==> src/rtl/fram_sp_req_ctrl_pkg.sv <==
// Shared types and helpers for the fram_sp request controller.
package fram_sp_req_ctrl_pkg;

    typedef enum logic {
        ST_INIT = 1'b0,
        ST_RUN  = 1'b1
    } state_t;

    // Bits needed to hold a count of 0..n inclusive.
    function automatic int cnt_w(input int n);
        return $clog2(n + 1);
    endfunction

endpackage

==> src/rtl/fram_sp_req_ctrl_rsp_fifo.sv <==
// Synchronous response FIFO; head is read straight from the storage flops.
module fram_rsp_fifo #(
    parameter int DEPTH = 4,
    parameter int DW    = 8,
    parameter int CW    = $clog2(DEPTH + 1)
) (
    input  logic          clk,
    input  logic          rst,
    input  logic          push,
    input  logic [DW-1:0] push_data,
    input  logic          pop,
    output logic [DW-1:0] head,
    output logic          full,
    output logic          empty,
    output logic [CW-1:0] count
);
    localparam int PW = (DEPTH > 1) ? $clog2(DEPTH) : 1;

    logic [DW-1:0] mem [DEPTH];
    logic [PW-1:0] wr_ptr;
    logic [PW-1:0] rd_ptr;
    logic          do_push;
    logic          do_pop;

    function automatic logic [PW-1:0] inc(input logic [PW-1:0] p);
        return (p == PW'(DEPTH - 1)) ? '0 : p + 1'b1;
    endfunction

    assign empty   = (count == '0);
    assign full    = (count == CW'(DEPTH));
    assign do_pop  = pop & ~empty;
    assign do_push = push & (~full | do_pop);
    assign head    = mem[rd_ptr];

    always_ff @(posedge clk) begin
        if (rst) begin
            wr_ptr <= '0;
            rd_ptr <= '0;
            count  <= '0;
        end else begin
            if (do_push) wr_ptr <= inc(wr_ptr);
            if (do_pop)  rd_ptr <= inc(rd_ptr);
            if (do_push != do_pop) count <= do_push ? count + 1'b1 : count - 1'b1;
        end
    end

    always_ff @(posedge clk) begin
        if (do_push) mem[wr_ptr] <= push_data;
    end

endmodule

==> src/rtl/fram_sp_req_ctrl.sv <==
// Initiator-side controller for the fram_sp single-port RAM: optional zero-fill,
// credit-based read issue and in-order read responses with backpressure.
module fram_sp_req_ctrl
    import fram_sp_req_ctrl_pkg::*;
#(
    parameter int MEM_SIZE  = 1024,
    parameter int AW        = 10,
    parameter int FPGA_DW   = 8,
    parameter int RSP_DEPTH = 4,
    parameter int INIT_EN   = 1
) (
    input  logic               clk,
    input  logic               rst,
    input  logic               req_valid,
    output logic               req_ready,
    input  logic               req_we,
    input  logic [AW-1:0]      req_addr,
    input  logic [FPGA_DW-1:0] req_wdata,
    output logic               rsp_valid,
    input  logic               rsp_ready,
    output logic [FPGA_DW-1:0] rsp_data,
    output logic [AW-1:0]      ram_addr,
    output logic [FPGA_DW-1:0] ram_wr_data,
    output logic               ram_wr_en,
    output logic               ram_en,
    input  logic [FPGA_DW-1:0] ram_rd_data,
    output logic               init_done
);
    localparam int CW = cnt_w(RSP_DEPTH);

    state_t        state;
    logic [AW-1:0] init_cnt;
    logic          rd_inflight;
    logic [CW-1:0] fifo_cnt;
    logic          fifo_full;
    logic          fifo_empty;
    logic          credit_ok;
    logic          req_acc;

    always_ff @(posedge clk) begin
        if (rst) begin
            state       <= (INIT_EN != 0) ? ST_INIT : ST_RUN;
            init_cnt    <= '0;
            init_done   <= (INIT_EN == 0);
            rd_inflight <= 1'b0;
        end else begin
            rd_inflight <= req_acc & ~req_we;
            if (state == ST_INIT) begin
                if (init_cnt == AW'(MEM_SIZE - 1)) begin
                    state     <= ST_RUN;
                    init_done <= 1'b1;
                end else begin
                    init_cnt <= init_cnt + 1'b1;
                end
            end
        end
    end

    // A FIFO slot is reserved at issue, so only registered terms gate reads.
    always_comb begin
        credit_ok   = (int'(fifo_cnt) + int'(rd_inflight)) < RSP_DEPTH;
        req_ready   = ~rst & (state == ST_RUN) & (req_we | credit_ok);
        req_acc     = req_valid & req_ready;
        ram_en      = 1'b0;
        ram_wr_en   = 1'b0;
        ram_addr    = '0;
        ram_wr_data = '0;
        if (!rst) begin
            if (state == ST_INIT) begin
                ram_en    = 1'b1;
                ram_wr_en = 1'b1;
                ram_addr  = init_cnt;
            end else begin
                ram_en      = req_acc;
                ram_wr_en   = req_acc & req_we;
                ram_addr    = req_addr;
                ram_wr_data = req_wdata;
            end
        end
    end

    fram_rsp_fifo #(
        .DEPTH (RSP_DEPTH),
        .DW    (FPGA_DW),
        .CW    (CW)
    ) u_rsp_fifo (
        .clk       (clk),
        .rst       (rst),
        .push      (rd_inflight),
        .push_data (ram_rd_data),
        .pop       (rsp_ready),
        .head      (rsp_data),
        .full      (fifo_full),
        .empty     (fifo_empty),
        .count     (fifo_cnt)
    );

    assign rsp_valid = ~fifo_empty;

    always_ff @(posedge clk) begin
        if (!rst && rd_inflight) assert (!fifo_full);
    end

endmodule
==> config.mk <==
export PLATFORM = sky130hd
export DESIGN_NAME = fram_sp_req_ctrl
export DESIGN_NICKNAME = d
export VERILOG_FILES = /design/src/rtl/fram_sp_req_ctrl_pkg.sv /design/src/rtl/fram_sp_req_ctrl_rsp_fifo.sv /design/src/rtl/fram_sp_req_ctrl.sv
export SDC_FILE = /design/constraint.sdc
export NUM_CORES = 1
export LEC_CHECK = 0
export BUFFER_PORTS_ARGS = -buffer_cell sky130_fd_sc_hd__buf_2
export CAP_MARGIN = 20
export CELL_PAD_IN_SITES_DETAIL_PLACEMENT = 0
export CELL_PAD_IN_SITES_GLOBAL_PLACEMENT = 2
export CORE_MARGIN = 2
export CORE_UTILIZATION = 30
export CTS_CLUSTER_DIAMETER = 120
export CTS_CLUSTER_SIZE = 20
export DETAILED_ROUTE_END_ITERATION = 7
export PLACE_DENSITY_LB_ADDON = 0.1
export SYNTH_ARGS = -nofsm -noshare
export SYNTH_HDL_FRONTEND = slang
export SYNTH_SLANG_ARGS = --single-unit
==> constraint.sdc <==
create_clock -name clk -period 5.29 [get_ports clk]
set_input_delay 0.2645 -clock clk [delete_from_list [all_inputs] [get_ports clk]]
set_output_delay 0.2645 -clock clk [all_outputs]
set_load 0.005 [all_outputs]
Yosys cells after proc, flatten, opt, wreduce, memory -nomap -nowiden. Memories as Yosys holds them, arrays and structs flattened. A register that Yosys moved wholly into a read port is not among the register bits. Index checks and enable logic that the tools add are counted.

Word-level logic and storage cells: 55. Memories: 1. Output and inout port bits: 31. Input port bits: 31. Register bits: 20. Bits in writable memories: 32.

Add/sub/neg operators: 6. Equal/unequal tests: 5. Reduce and logical (&&, ||, !) cells: 3. Muxes and demuxes: 17. $lt $le $gt $ge: 1. Bitwise operators: 15.

Memories: u_rsp_fifo.mem (words 4, bits a word 8, read ports 1, clocked after Yosys merged registers in 1, write ports 1, line fram_sp_req_ctrl_rsp_fifo.sv:19) `logic [DW-1:0] mem [DEPTH];`.

Operators by type and width (number): $mux W10 (2); $mux W8 (2); $add A10 B1 Y10 const B (1); $eq A10 B10 Y1 const B (1); $mux W1 (8); $mux W2 (4); $and A1 B1 Y1 (7); $not A1 Y1 (6); $add A2 B1 Y2 const B (2); $add A3 B1 Y4 (1); $eq A2 B2 Y1 const B (2); $lt A4 B3 Y1 const B (1); $reduce_and A2 Y1 (2); $add A3 B1 Y3 const B (1); $eq A3 B3 Y1 const B (1); $logic_not A3 Y1 (1); $mux W3 (1); $sub A3 B1 Y3 const B (1); $or A1 B1 Y1 (2); $ne A1 B1 Y1 (1).

Longest topological paths before layout. Gate-level depths: netlist (run 1).

Word-level depth: 8. Mapped depth: 8. Mapped depth without buffers: 7.

Hierarchy. Synthesis (run 1) repeated with hierarchy kept, for this count alone.

Cell total of the unflattened synthesis: 225. Area total of the unflattened synthesis: 2660.1 um^2.

By module, submodules not included: fram_rsp_fifo (seq. area each 1141.1 um^2, times used 1, area an instance 1710.4 um^2, cells an instance 108); fram_sp_req_ctrl (seq. area each 260.2 um^2, times used 1, area an instance 949.7 um^2, cells an instance 117).

Worst setup path after synthesis (run 1). No wires, ideal clock.

Kind: reg-to-reg. Start point: reg u_rsp_fifo.count[1]. End point: reg u_rsp_fifo.count[2]. Data required time: 5.216 ns. Data arrival time: 1.986 ns. Stages on the path, launching flop included: 9. Clock period less this slack: 2.060 ns. Path slack: 3.230 ns. Setup time: 0.074 ns. Buffers on the path: 1. Path through: dfxtp_1 clkbuf_1 nor4b_1 nor2_1 inv_1 fa_1 or3b_1 or3_1 a31oi_1.

Cells in the longest elaborated chain, start to end: 6. Elaborated cells between the ends (all ways): 11. Those cells by class: add/sub (2); eq/ne (2); mux (1); bitwise (5); reduce/logical (1).

Ends and longest elaborated chain: from (decl) (line fram_sp_req_ctrl_rsp_fifo.sv:15) `output logic [CW-1:0] count`; from (signal assigned) (line fram_sp_req_ctrl_rsp_fifo.sv:43) `if (do_push != do_pop) count <= do_push ? count + 1'b1 : count - 1'b1;`; $logic_not A3 Y1 (line fram_sp_req_ctrl_rsp_fifo.sv:29) `assign empty = (count == '0);`; $not A1 Y1 (line fram_sp_req_ctrl_rsp_fifo.sv:31) `assign do_pop = pop & ~empty;`; $and A1 B1 Y1 (line fram_sp_req_ctrl_rsp_fifo.sv:31); $or A1 B1 Y1 (line fram_sp_req_ctrl_rsp_fifo.sv:32) `assign do_push = push & (~full | do_pop);`; $and A1 B1 Y1 (line fram_sp_req_ctrl_rsp_fifo.sv:32); $mux W3 / $ne A1 B1 Y1 (equally long branches) (line fram_sp_req_ctrl_rsp_fifo.sv:43).

Parallel ways exist; a longest one is shown, timed or not. A chain may end at the register's enable or synchronous reset.

Final worst setup path (run 1).
Start point: reg state. End point: out req_ready.

Cells in the longest elaborated chain, start to end: 2.

Ends and longest elaborated chain: from (decl) (line fram_sp_req_ctrl.sv:31) `state_t state;`; from (signal assigned) (line fram_sp_req_ctrl.sv:42) `state <= (INIT_EN != 0) ? ST_INIT : ST_RUN;`; $and A1 B1 Y1 (2 in a row) (line fram_sp_req_ctrl.sv:62) `req_ready = ~rst & (state == ST_RUN) & (req_we | credit_ok);`; to (decl) (line fram_sp_req_ctrl.sv:15) `output logic req_ready,`.

Every way passes these cells.

==> summary.md, run 1 <==
| Metric | Value |
|---|---|
| Worst VDD drop | `roughly 0.12 mV` |
| Overflow after GRT | `0` |
| Horiz. Die Dim | `96.6 um` |
| Post-synthesis area per instance | `around 12 um^2` |
| Largest net degree at the start of global routing | `35` |
| Diode count | `0` |
| Synthesis-stage register bit count | `54` |
| GP Congestion | `between 0.6 and 0.7` |
| Finished Core Util | `36.7%` |
| Placed Instances | `369` |
| Outcome | `finished, final reports clean` |
| Top cells by area, synth | `edfxtp_1, dfxtp_1, mux4_2, mux2i_1, and2_1` |
| Area growth syn-to-layout | `17.8%` |
| Worst Path Max Fanout | `20` |
| Non-filler cells, final | `377` |
| Sequential fraction of the synthesis area | `54.4%` |
| Core Area | `8260 um^2` |
| Register area | `1400 um^2` |
| Setup TNS | `0 ns` |
| DRT Wirelength | `5.73 mm` |
| Worst Tran Pin Value | `about 0.87 ns` |
| Antenna violations before repair | `0` |
| Syn Nets | `255` |
| Die height | `~97 um` |
| CP Data Required Time | `5.03 ns` |
| I/O pin count | `62` |
| Vias in the first global route | `between 1500 and 2000` |
| Ys flop type | `edfxtp_1` |
| ANT nets after route | `0` |
| Hold path start | `ram_rd_data[2]` |
| Hold Buf Count CTS | `0` |
| Layout cell share with drive strength beyond 1 | `28.7%` |
| Crit path DAT | `roughly 2.2 ns` |
| DR iter-0 viols | `48` |
| Worst-path clk slew | `0.10 ns` |
| Via count | `1876` |
| Final Skew | `between 0.005 and 0.006 ns` |
| Clock tree buffer depth | `2` |
| P_leak | `about 1.1 nW` |
| Worst setup path start | `state$_SDFF_PP0_` |
| Setup Fix Bufs, Post-CTS | `0` |
| Period utilization | `46.3%` |
| Yosys warns | `0` |
| CTS tree | `built` |
| WL/cell | `approximately 15 um` |
| Critical path class | `flip-flop to output port` |
| Synth async-reset ratio | `0%` |
| Max cap viols | `0` |
| Area share of the largest cell type after synthesis | `37.3%` |
| Htree depth | `2` |
| Global-route wire length before repair | `9.32 mm` |
| CP Launch Type | `flip-flop` |
| Multi-input combinational cell area | `1070 um^2` |
| Most instantiated cells after synthesis | `edfxtp_1, dfxtp_1, nor2_1, and2_1, mux2i_1` |
| Clk_lat worst skew | `roughly 0.31 ns` |
| Total clock buffers created by CTS | `5` |
| CTS Sinks | `54` |
| Relative slew slack | `41.7%` |
| Router iterations before antenna repair | `4` |
| FP Rows | `33` |
| Cts repair resizes | `0` |
| Nets | `309` |
| Final Hold Viols | `0` |
| Post-synth EDFFs | `32` |
| Setup repair after global routing missed its margin | `false` |
| Port Buf Inserts | `between 60 and 70` |
| Crit. End Element | `output port` |
| Filler cell count | `roughly 850` |
| Cells after Synth | `217` |
| Peak Freq | `408 MHz` |
| Power Dens Cells | `248 nW/um^2` |
| Cell taking the most area after synthesis | `edfxtp_1` |
| Die ar. | `just over 9000 um^2` |
| DRC | `0` |
| Vias per cell | `4.98` |
| Final min period | `2.45 ns` |
| Hold crit path type | `primary input to flip-flop` |
| Post-synth cell types | `45` |
| Initial core utilization | `about 31%` |
| Root Buffer Master | `clkbuf_8` |
| Slew Limit Fails | `0` |
| R2R Path Start | `rd_inflight$_SDFF_PP0_` |
| Most frequent cell after synthesis | `edfxtp_1` |
| Post-Syn Area | `2570 um^2` |
| Post-DP HPWL | `about 4.1 mm` |
| Setup violations, final | `0` |
| GRT Util Overall | `12.3%` |
-- path summary, 6_finish.rpt --
path | to | slack (ns) | cells after the start
max | req_ready | 2.84 | 3
min | u_rsp_fifo.mem[3][2]$_DFFE_PP_ | 0.17 | 1
max reg2reg | u_rsp_fifo.count[2]$_SDFFE_PP0P_ | 3.06 | 7
min reg2reg | init_done$_SDFFE_PP0P_ | 0.47 | 1
-- cells by family after synthesis --
group | Yosys count | synth area share, %
buf+inv | 22 | 3.84
xor+xnor | 2 | 0.680
fa+ha+maj | 7 | 3.69
compound gates | 39 | 10.3
mux | 19 | 11.3
flops | 54 | 54.4
simple gates | 74 | 15.8
-- state kept, by name, summed over array words and instances (netlist names), named ones only --
signal	flops
u_rsp_fifo.rd_ptr	2
init_done	1
state	1
u_rsp_fifo.wr_ptr	2
u_rsp_fifo.mem	32
u_rsp_fifo.count	3
init_cnt	10
rd_inflight	1
-- worst max-delay path: stages (launching register included) --
cell and delay (ns):
dfxtp_1 0.91, nor2b_1 0.64, o21a_1 0.22, buf_2 0.11
-- through the flow --
step	instance area (um^2)	setup WS [ns]	hold WS [ns]	power (mW)
after detailed placement	2940	3.08	0.454	0.534
final	3030	2.84	0.169	0.754
after floorplan	2570	3.23	0.363	0.506
after CTS	3030	2.77	0.156	0.766
after global placement	2940	3.10	0.451	0.535
after global routing	3030	2.63	0.153	0.792
-- metal layers --
layer  track usage [%]  wire length (um)
met4              3.25                62
met1              16.2              2730
met5                 0                 0
met2              20.2              2690
met3              3.25               253
-- placed cells by master, fill, tap and decap left out, types with 3 or more instances in the layout --
cell type	n
ha_1	6
a31oi_1	6
clkbuf_8	5
edfxtp_1	32
mux4_2	8
inv_1	8
nand3_1	7
a21oi_1	9
a211oi_1	4
nand2_1	8
nor2_1	19
buf_2	61
and3_1	7
a311oi_1	4
mux2i_1	11
nand4_1	3
nor2b_1	4
and2_1	12
dfxtp_1	22
o21ai_0	5
or3_1	3
-- final cells by class --
cell class	count	share of cell area, %
clock buffers	5	2.27
clock inverters	3	0.701
well taps	105	4.33
multi-input cells	141	35.4
inverters	8	0.990
repair buffers	61	10.1
flip-flops and latches	54	46.2
-- where the power goes --
part | total [mW] | switching, mW | internal (mW)
logic | 0.0591 | 0.0301 | 0.0290
clock network | 0.230 | 0.137 | 0.0933
registers | 0.465 | 0.0125 | 0.452
total | 0.754 | 0.179 | 0.574
(Power assumes the default switching activity.)
==> run 2, diff against run 1 <==
- clock period: 5.29 -> 2.2 ns (I/O delays scaled with it)
==> run 2 against run 1 <==
  * Clock power increased to 2.8 times the previous value
  * Sequential share of layout area decreased by 1.1 points
  * Non-clock buffer count increased by 7
  * Power grew to 2.5 times the previous value
  * Clock skew increased by 0.0052 ns
  * Hold slack got worse by 0.14 ns
  * Worst setup slack worse by 2.6 ns
  * First-iteration DRC count grew 2.1%
  * Critical path type is now flip-flop to flip-flop
  * Highest routed layer unchanged
  * Critical path depth up 4
  * Cell area is 2.4% higher
  * Clock-buffer cell count is 1 higher
==> summary.md, run 2 (synthesis gave the netlist of run 1 again) <==
| Metric | Value |
|---|---|
| Vias in the first global route | `1800 (-1.6%)` |
| Number of flip-flops in the largest register | `32 (unchanged)` |
| DRT Wirelength | `5.63 mm (-1.7%)` |
| Cts repair resizes | `0 (unchanged)` |
| Hold Buf Count CTS | `0 (unchanged)` |
| Core Area | `8260 um^2 (unchanged)` |
| Worst Path Max Fanout | `4 (-80%)` |
| R2R Path Start | `u_rsp_fifo.count[2]$_SDFFE_PP0P_` |
| Crit. End Element | `flip-flop` |
| Setup repair after global routing missed its margin | `false` |
| Worst hold path depth | `1 (unchanged)` |
| Path depth of the worst reg2reg path | `7 (unchanged)` |
| P_leak | `1.18 nW (+3.9%)` |
| Root Buffer Master | `clkbuf_8` |
| Hold Crit Endpoint | `u_rsp_fifo.mem[1][6]$_DFFE_PP_` |
| Die height | `96.6 um (unchanged)` |
| Clk_lat worst skew | `0.30 ns (about the same)` |
| Largest net degree at the start of global routing | `32 (-8.6%)` |
| Max cap viols | `0 (unchanged)` |
| Htree depth | `2 (unchanged)` |
| CTS Sinks | `54 (unchanged)` |
| Global-route wire length before repair | `9.25 mm (-0.80%)` |
| Critical path class | `flip-flop to flip-flop` |
| Relative slew slack | `63.1% (+21 points)` |
| Crit path DAT | `2.16 ns (-0.02 ns)` |
| Power Dens Cells | `614 nW/um^2 (+150%)` |
| Via count | `1847 (-1.5%)` |
| Hold crit path type | `primary input to flip-flop` |
| Final Skew | `0.0109 ns (+0.00518 ns)` |
| Peak Freq | `a little over 500 MHz` |
| FP Rows | `33 (unchanged)` |
| Router iterations before antenna repair | `4 (unchanged)` |
| DR iter-0 viols | `49 (+2.1%)` |
| Layout cell share with drive strength beyond 1 | `30.1% (+1.4 points)` |
| Port Buf Inserts | `61 (unchanged)` |
| Placed Instance Area | `3000 um^2 (+1.8%)` |
| I/O pin count | `62 (unchanged)` |
| Outcome | `finished, final reports clean` |
| ANT nets after route | `0 (unchanged)` |
| Worst-path clk slew | `0.09 ns (about the same)` |
| Worst R2R End | `u_rsp_fifo.count[2]$_SDFFE_PP0P_` |
| Clock tree buffer depth | `2 (unchanged)` |
| Largest regs | `u_rsp_fifo.mem: 32 flops, init_cnt: 10 flops, u_rsp_fifo.count: 3 flops` |
| Antenna violations before repair | `0 (unchanged)` |
| Register-to-Register Setup Slack | `0.27 ns (-2.79 ns)` |
| CP Launch Type | `flip-flop` |
| Final Total Pwr | `1.91 mW (+150%)` |
| Initial core utilization | `31.2% (unchanged)` |
| DRC | `0 (unchanged)` |
| Setup Fix Bufs, Post-CTS | `0 (unchanged)` |
| Period utilization | `87.7%` |
| Finished layout cell area | `3110 um^2 (+2.4%)` |
| Hold path start | `ram_rd_data[6]` |
| Filler cell count | `835 (-1.9%)` |
| Slew Limit Fails | `0 (unchanged)` |
| CP Data Required Time | `2.43 ns (-2.60 ns)` |
| GP Congestion | `0.717 (+4.0%)` |
| Diode count | `0 (unchanged)` |
| Die ar. | `9340 um^2 (unchanged)` |
| CTS tree | `built` |
| Overflow after GRT | `0 (unchanged)` |
| Most frequent cells in the layout | `buf_2, edfxtp_1, dfxtp_1, nor2_1, and2_1` |
| Most common cell after layout, fill and taps aside | `buf_2` |
| Final min period | `1.93 ns` |
| Nets | `316 (+2.3%)` |
| Final Hold Viols | `0 (unchanged)` |
| GRT Util Overall | `12.2% (-0.078 points)` |
| Area growth syn-to-layout | `20.6%` |
| WL/cell | `14.7 um (-3.5%)` |
| Largest Register | `u_rsp_fifo.mem` |
| Setup violations, final | `0 (unchanged)` |
| Worst VDD drop | `0.305 mV (+160%)` |
| Worst Tran Pin Value | `0.552 ns (-0.320 ns)` |
| Total clock buffers created by CTS | `5 (unchanged)` |
| Vias per cell | `4.81 (-3.3%)` |
| Post-DP HPWL | `4.16 mm (+0.26%)` |
| Setup TNS | `0 ns (unchanged)` |
| Horiz. Die Dim | `96.6 um (unchanged)` |
run 2: area by class of cell:
cell class                 count  area [um^2]  share of cell area, %
inverter                       8         30.0                  0.967
timing repair buffer          68          358                   11.5
tap                          105          131                   4.23
clock inverter                 2         37.5                   1.21
clock buffer                   6         72.6                   2.34
multi-input combinational    141         1070                   34.6
sequential                    54         1400                   45.1
run 2: metal layers:
metal  share of wire (%)  track usage, %  up-vias  routed length [um]
met2                  47            20.1       38                2680
met5                   0               0        -                   0
met3                 3.7            2.89        6                 206
met1                  48            16.2      860                2690
met4                 1.1            3.58        0                  62
li1                    -               -      943                   -
run 2: report_power, final:
part	switching [mW]	leakage [nW]	internal, mW
combinational	0.0710	0.668	0.0710
sequential	0.0299	0.466	1.09
clock	0.309	0.0514	0.340
run 2: worst max-delay path, stage by stage, from the launching register on:
cell and delay [ns]:
dfxtp_1 0.32, nor4b_1 0.16, nor2_1 0.10, inv_1 0.06
fa_1 0.38, or3b_1 0.37, or3_1 0.31, a31oi_1 0.17
run 2: per-stage QoR:
step | std cells | setup slack, ns | hold WS (ns) | utilization (%)
2_1_floorplan | 217 | 0.140 | 0.209 | -
4_1_cts | 384 | 0.267 | 0.0154 | 37.6
3_3_place_gp | 376 | 0.310 | 0.334 | 36.3
6_report | 384 | 0.271 | 0.0253 | 37.6
3_5_place_dp | 376 | 0.292 | 0.334 | 36.3
5_1_grt | 384 | 0.157 | 0.0163 | 37.6
run 2: how the worst max path moves through the flow:
| stage | cells after the start | from | end |
|---|---|---|---|
| 2_1_floorplan | 8 | u_rsp_fifo.count[1]$_SDFFE_PP0P_ | u_rsp_fifo.count[2]$_SDFFE_PP0P_ |
| 4_1_cts | 7 | u_rsp_fifo.count[2]$_SDFFE_PP0P_ | u_rsp_fifo.count[2]$_SDFFE_PP0P_ |
| 3_3_place_gp | 7 | u_rsp_fifo.count[2]$_SDFFE_PP0P_ | u_rsp_fifo.count[2]$_SDFFE_PP0P_ |
| 6_report | 7 | u_rsp_fifo.count[2]$_SDFFE_PP0P_ | u_rsp_fifo.count[2]$_SDFFE_PP0P_ |
| 3_5_place_dp | 7 | u_rsp_fifo.count[2]$_SDFFE_PP0P_ | u_rsp_fifo.count[2]$_SDFFE_PP0P_ |
| 5_1_grt | 7 | u_rsp_fifo.count[2]$_SDFFE_PP0P_ | u_rsp_fifo.count[2]$_SDFFE_PP0P_ |
==> run 3, diff against run 2 <==
- clock period: 2.2 -> 1.55 ns (I/O delays scaled with it)
==> run 3 against run 2 <==
  * The flow now finishes with violations (setup timing)
  * Combinational power increased by 96%
  * Register-to-register slack worse by 0.54 ns
  * Core utilization increased by 3.8 points
  * Fmax increased by 6.1%
  * Worst setup slack worse by 0.54 ns
  * Critical path depth did not move
  * Largest power group unchanged
  * Highest routed layer unchanged
==> summary.md, run 3 (synthesis gave the netlist of run 1 again) <==
| Metric | Value |
|---|---|
| Period utilization | `117% (+30 points)` |
| Router iterations before antenna repair | `4 (unchanged)` |
| Final min period | `1.82 ns (-0.111 ns)` |
| Worst Path Max Fanout | `2 (-2)` |
| Clock tree buffer depth | `2 (unchanged)` |
| CP Launch Type | `flip-flop` |
| Max cap viols | `0 (unchanged)` |
| Largest regs | `u_rsp_fifo.mem: 32 flops, init_cnt: 10 flops, u_rsp_fifo.count: 3 flops` |
| Path depth of the worst reg2reg path | `7 (unchanged)` |
| Post-DP HPWL | `4.25 mm (+2.1%)` |
| Pre-CTS setup slack | `-0.280 ns (-0.572 ns)` |
| Setup repair after global routing missed its margin | `true` |
| Setup violations, final | `1 (+1)` |
| R2R Path Start | `u_rsp_fifo.count[2]$_SDFFE_PP0P_` |
| Register-to-Register Setup Slack | `-0.27 ns (-0.54 ns)` |
| Critical path class | `flip-flop to flip-flop` |
| Area growth syn-to-layout | `32.8%` |
| Vias per cell | `4.72 (-1.9%)` |
| Total clock buffers created by CTS | `5 (unchanged)` |
| CP Data Required Time | `1.79 ns (-0.64 ns)` |
| Slew Limit Fails | `0 (unchanged)` |
| Setup TNS | `-0.268 ns (-0.268 ns)` |
| I/O pin count | `62 (unchanged)` |
| Violated checks | `setup timing` |
| Filler cell count | `820 (-1.8%)` |
| DRC | `0 (unchanged)` |
| Diode count | `0 (unchanged)` |
| Worst hold path depth | `2 (+1)` |
| Htree depth | `2 (unchanged)` |
| GRT Util Overall | `12.1% (-0.10 points)` |
| Nets | `342 (+8.2%)` |
| Most common cell after layout, fill and taps aside | `buf_2` |
| ANT nets after route | `0 (unchanged)` |
| DR iter-0 viols | `52 (+6.1%)` |
| WP depth | `7 (unchanged)` |
| Slowest stage cell on the critical path | `or3b_4` |
| Crit path DAT | `2.05 ns (-0.11 ns)` |
| Number of flip-flops in the largest register | `32 (unchanged)` |
| Worst VDD drop | `0.386 mV (+27%)` |
| Worst-path clk slew | `0.10 ns (about the same)` |
| Horiz. Die Dim | `96.6 um (unchanged)` |
| Relative slew slack | `74.5% (+11 points)` |
| P_leak | `1.32 nW (+11%)` |
| Most frequent cells in the layout | `buf_2, edfxtp_1, buf_4, nor2_1, dfxtp_1` |
| CTS tree | `built` |
| Hold Crit Endpoint | `rd_inflight$_SDFF_PP0_` |
| Root Buffer Master | `clkbuf_8` |
| GP Congestion | `0.738 (+2.9%)` |
| WL/cell | `13.9 um (-5.5%)` |
| Hold crit path type | `primary input to flip-flop` |
| Core Area | `8260 um^2 (unchanged)` |
| Top Family by Delay on Critical Path | `simple AND/OR/NAND/NOR gates` |
| Antenna violations before repair | `0 (unchanged)` |
| Cell Chain, Critical Path | `nor4b_4 > nor2_1 > inv_1 > fa_2 > or3b_4 > or3_1 > a31oi_1` |
| Global-route wire length before repair | `9.38 mm (+1.4%)` |
| Initial core utilization | `31.2% (unchanged)` |
| CTS Sinks | `54 (unchanged)` |
| Finished Core Util | `41.4% (+3.8 points)` |
| Peak Freq | `550 MHz (+6.1%)` |
| Worst R2R End | `u_rsp_fifo.count[2]$_SDFFE_PP0P_` |
| Power Dens Cells | `781 nW/um^2 (+27%)` |
| Via count | `1934 (+4.7%)` |
| Overflow after GRT | `0 (unchanged)` |
| Layout cell share with drive strength beyond 1 | `38.7% (+8.6 points)` |
| Worst Path Buf+Inv | `1 (unchanged)` |
| Final Skew | `0.0105 ns (-0.000363 ns)` |
| Outcome | `finished with violations` |
| Port Buf Inserts | `61 (unchanged)` |
| Die height | `96.6 um (unchanged)` |
| Die ar. | `9340 um^2 (unchanged)` |
| Clk_lat worst skew | `0.31 ns (about the same)` |
| Final Hold Viols | `0 (unchanged)` |
| Largest net degree at the start of global routing | `20 (-38%)` |
| Largest Register | `u_rsp_fifo.mem` |
| Worst Tran Pin Value | `0.382 ns (-0.171 ns)` |
| Min setup slack post-route | `-0.268 ns (-0.539 ns)` |
| CP max stage delay | `0.37 ns (about the same)` |
| FP Rows | `33 (unchanged)` |
| Vias in the first global route | `1912 (+6.2%)` |
| Hold path start | `req_valid` |
| Crit. End Element | `flip-flop` |
| DRT Wirelength | `5.68 mm (+0.87%)` |
==> run 3: cell types whose count changed in the layout (fill, tap and decap cells not counted), sizes merged <==
cell	before	now
clkinvlp	1	0
clkinv	0	1
buf	68	86
clkbuf	6	5
bufinv	1	0
dlygate4sd3	0	8
inv	8	10
==> run 3: through the flow <==
step                      hold WS, ns  cell area, um^2  power, mW  instances
final                          0.0657             3420       2.67        410
after global routing           0.0511             3420       2.80        410
after CTS                      0.0500             3340       2.70        407
after detailed placement        0.305             3150       1.87        391
after global placement          0.305             3150       1.87        391
after floorplan                 0.176             2630       1.73        217
==> run 3: area by class of cell <==
cell class	instances	area [um^2]	area share, %
clock inverters	3	26.3	0.769
inverters	8	30.0	0.878
clock buffers	5	68.8	2.01
flip-flops and latches	54	1410	41.3
well taps	105	131	3.84
repair buffers	94	613	17.9
multi-input cells	141	1140	33.2
==> run 3: layer usage <==
metal  vias up  GRT usage (%)  part of all wire [%]
li1        992              -                     -
met1       883           16.4                    48
met2        51           19.4                    46
met3         8           3.03                   4.9
met4         0           3.47                   1.3
met5         -              0                     0
==> run 3: worst max-delay path by stage <==
stage | from | endpoint | slack (ns)
floorplan | u_rsp_fifo.count[0]$_SDFFE_PP0P_ | u_rsp_fifo.count[2]$_SDFFE_PP0P_ | -0.36
detailed placement | u_rsp_fifo.count[2]$_SDFFE_PP0P_ | u_rsp_fifo.count[2]$_SDFFE_PP0P_ | -0.28
CTS | u_rsp_fifo.count[2]$_SDFFE_PP0P_ | u_rsp_fifo.count[2]$_SDFFE_PP0P_ | -0.26
global placement | u_rsp_fifo.count[2]$_SDFFE_PP0P_ | u_rsp_fifo.count[2]$_SDFFE_PP0P_ | -0.26
global route | u_rsp_fifo.count[2]$_SDFFE_PP0P_ | u_rsp_fifo.count[2]$_SDFFE_PP0P_ | -0.35
finish | u_rsp_fifo.count[2]$_SDFFE_PP0P_ | u_rsp_fifo.count[2]$_SDFFE_PP0P_ | -0.27
==> run 3: power breakdown <==
part           internal [mW]  switching [mW]
registers               1.54          0.0260
clock network          0.334           0.492
logic                  0.149           0.129
total                   2.02           0.647
==> run 3: what timing repair did <==
item	4_1_cts	5_1_grt
pin swaps	6	5
endpoints found under the hold margin	32	0
hold buffers	8	0
endpoints found under the setup margin	51	52
gates cloned	0	0
gates resized for setup	9	13
setup buffers	0	3
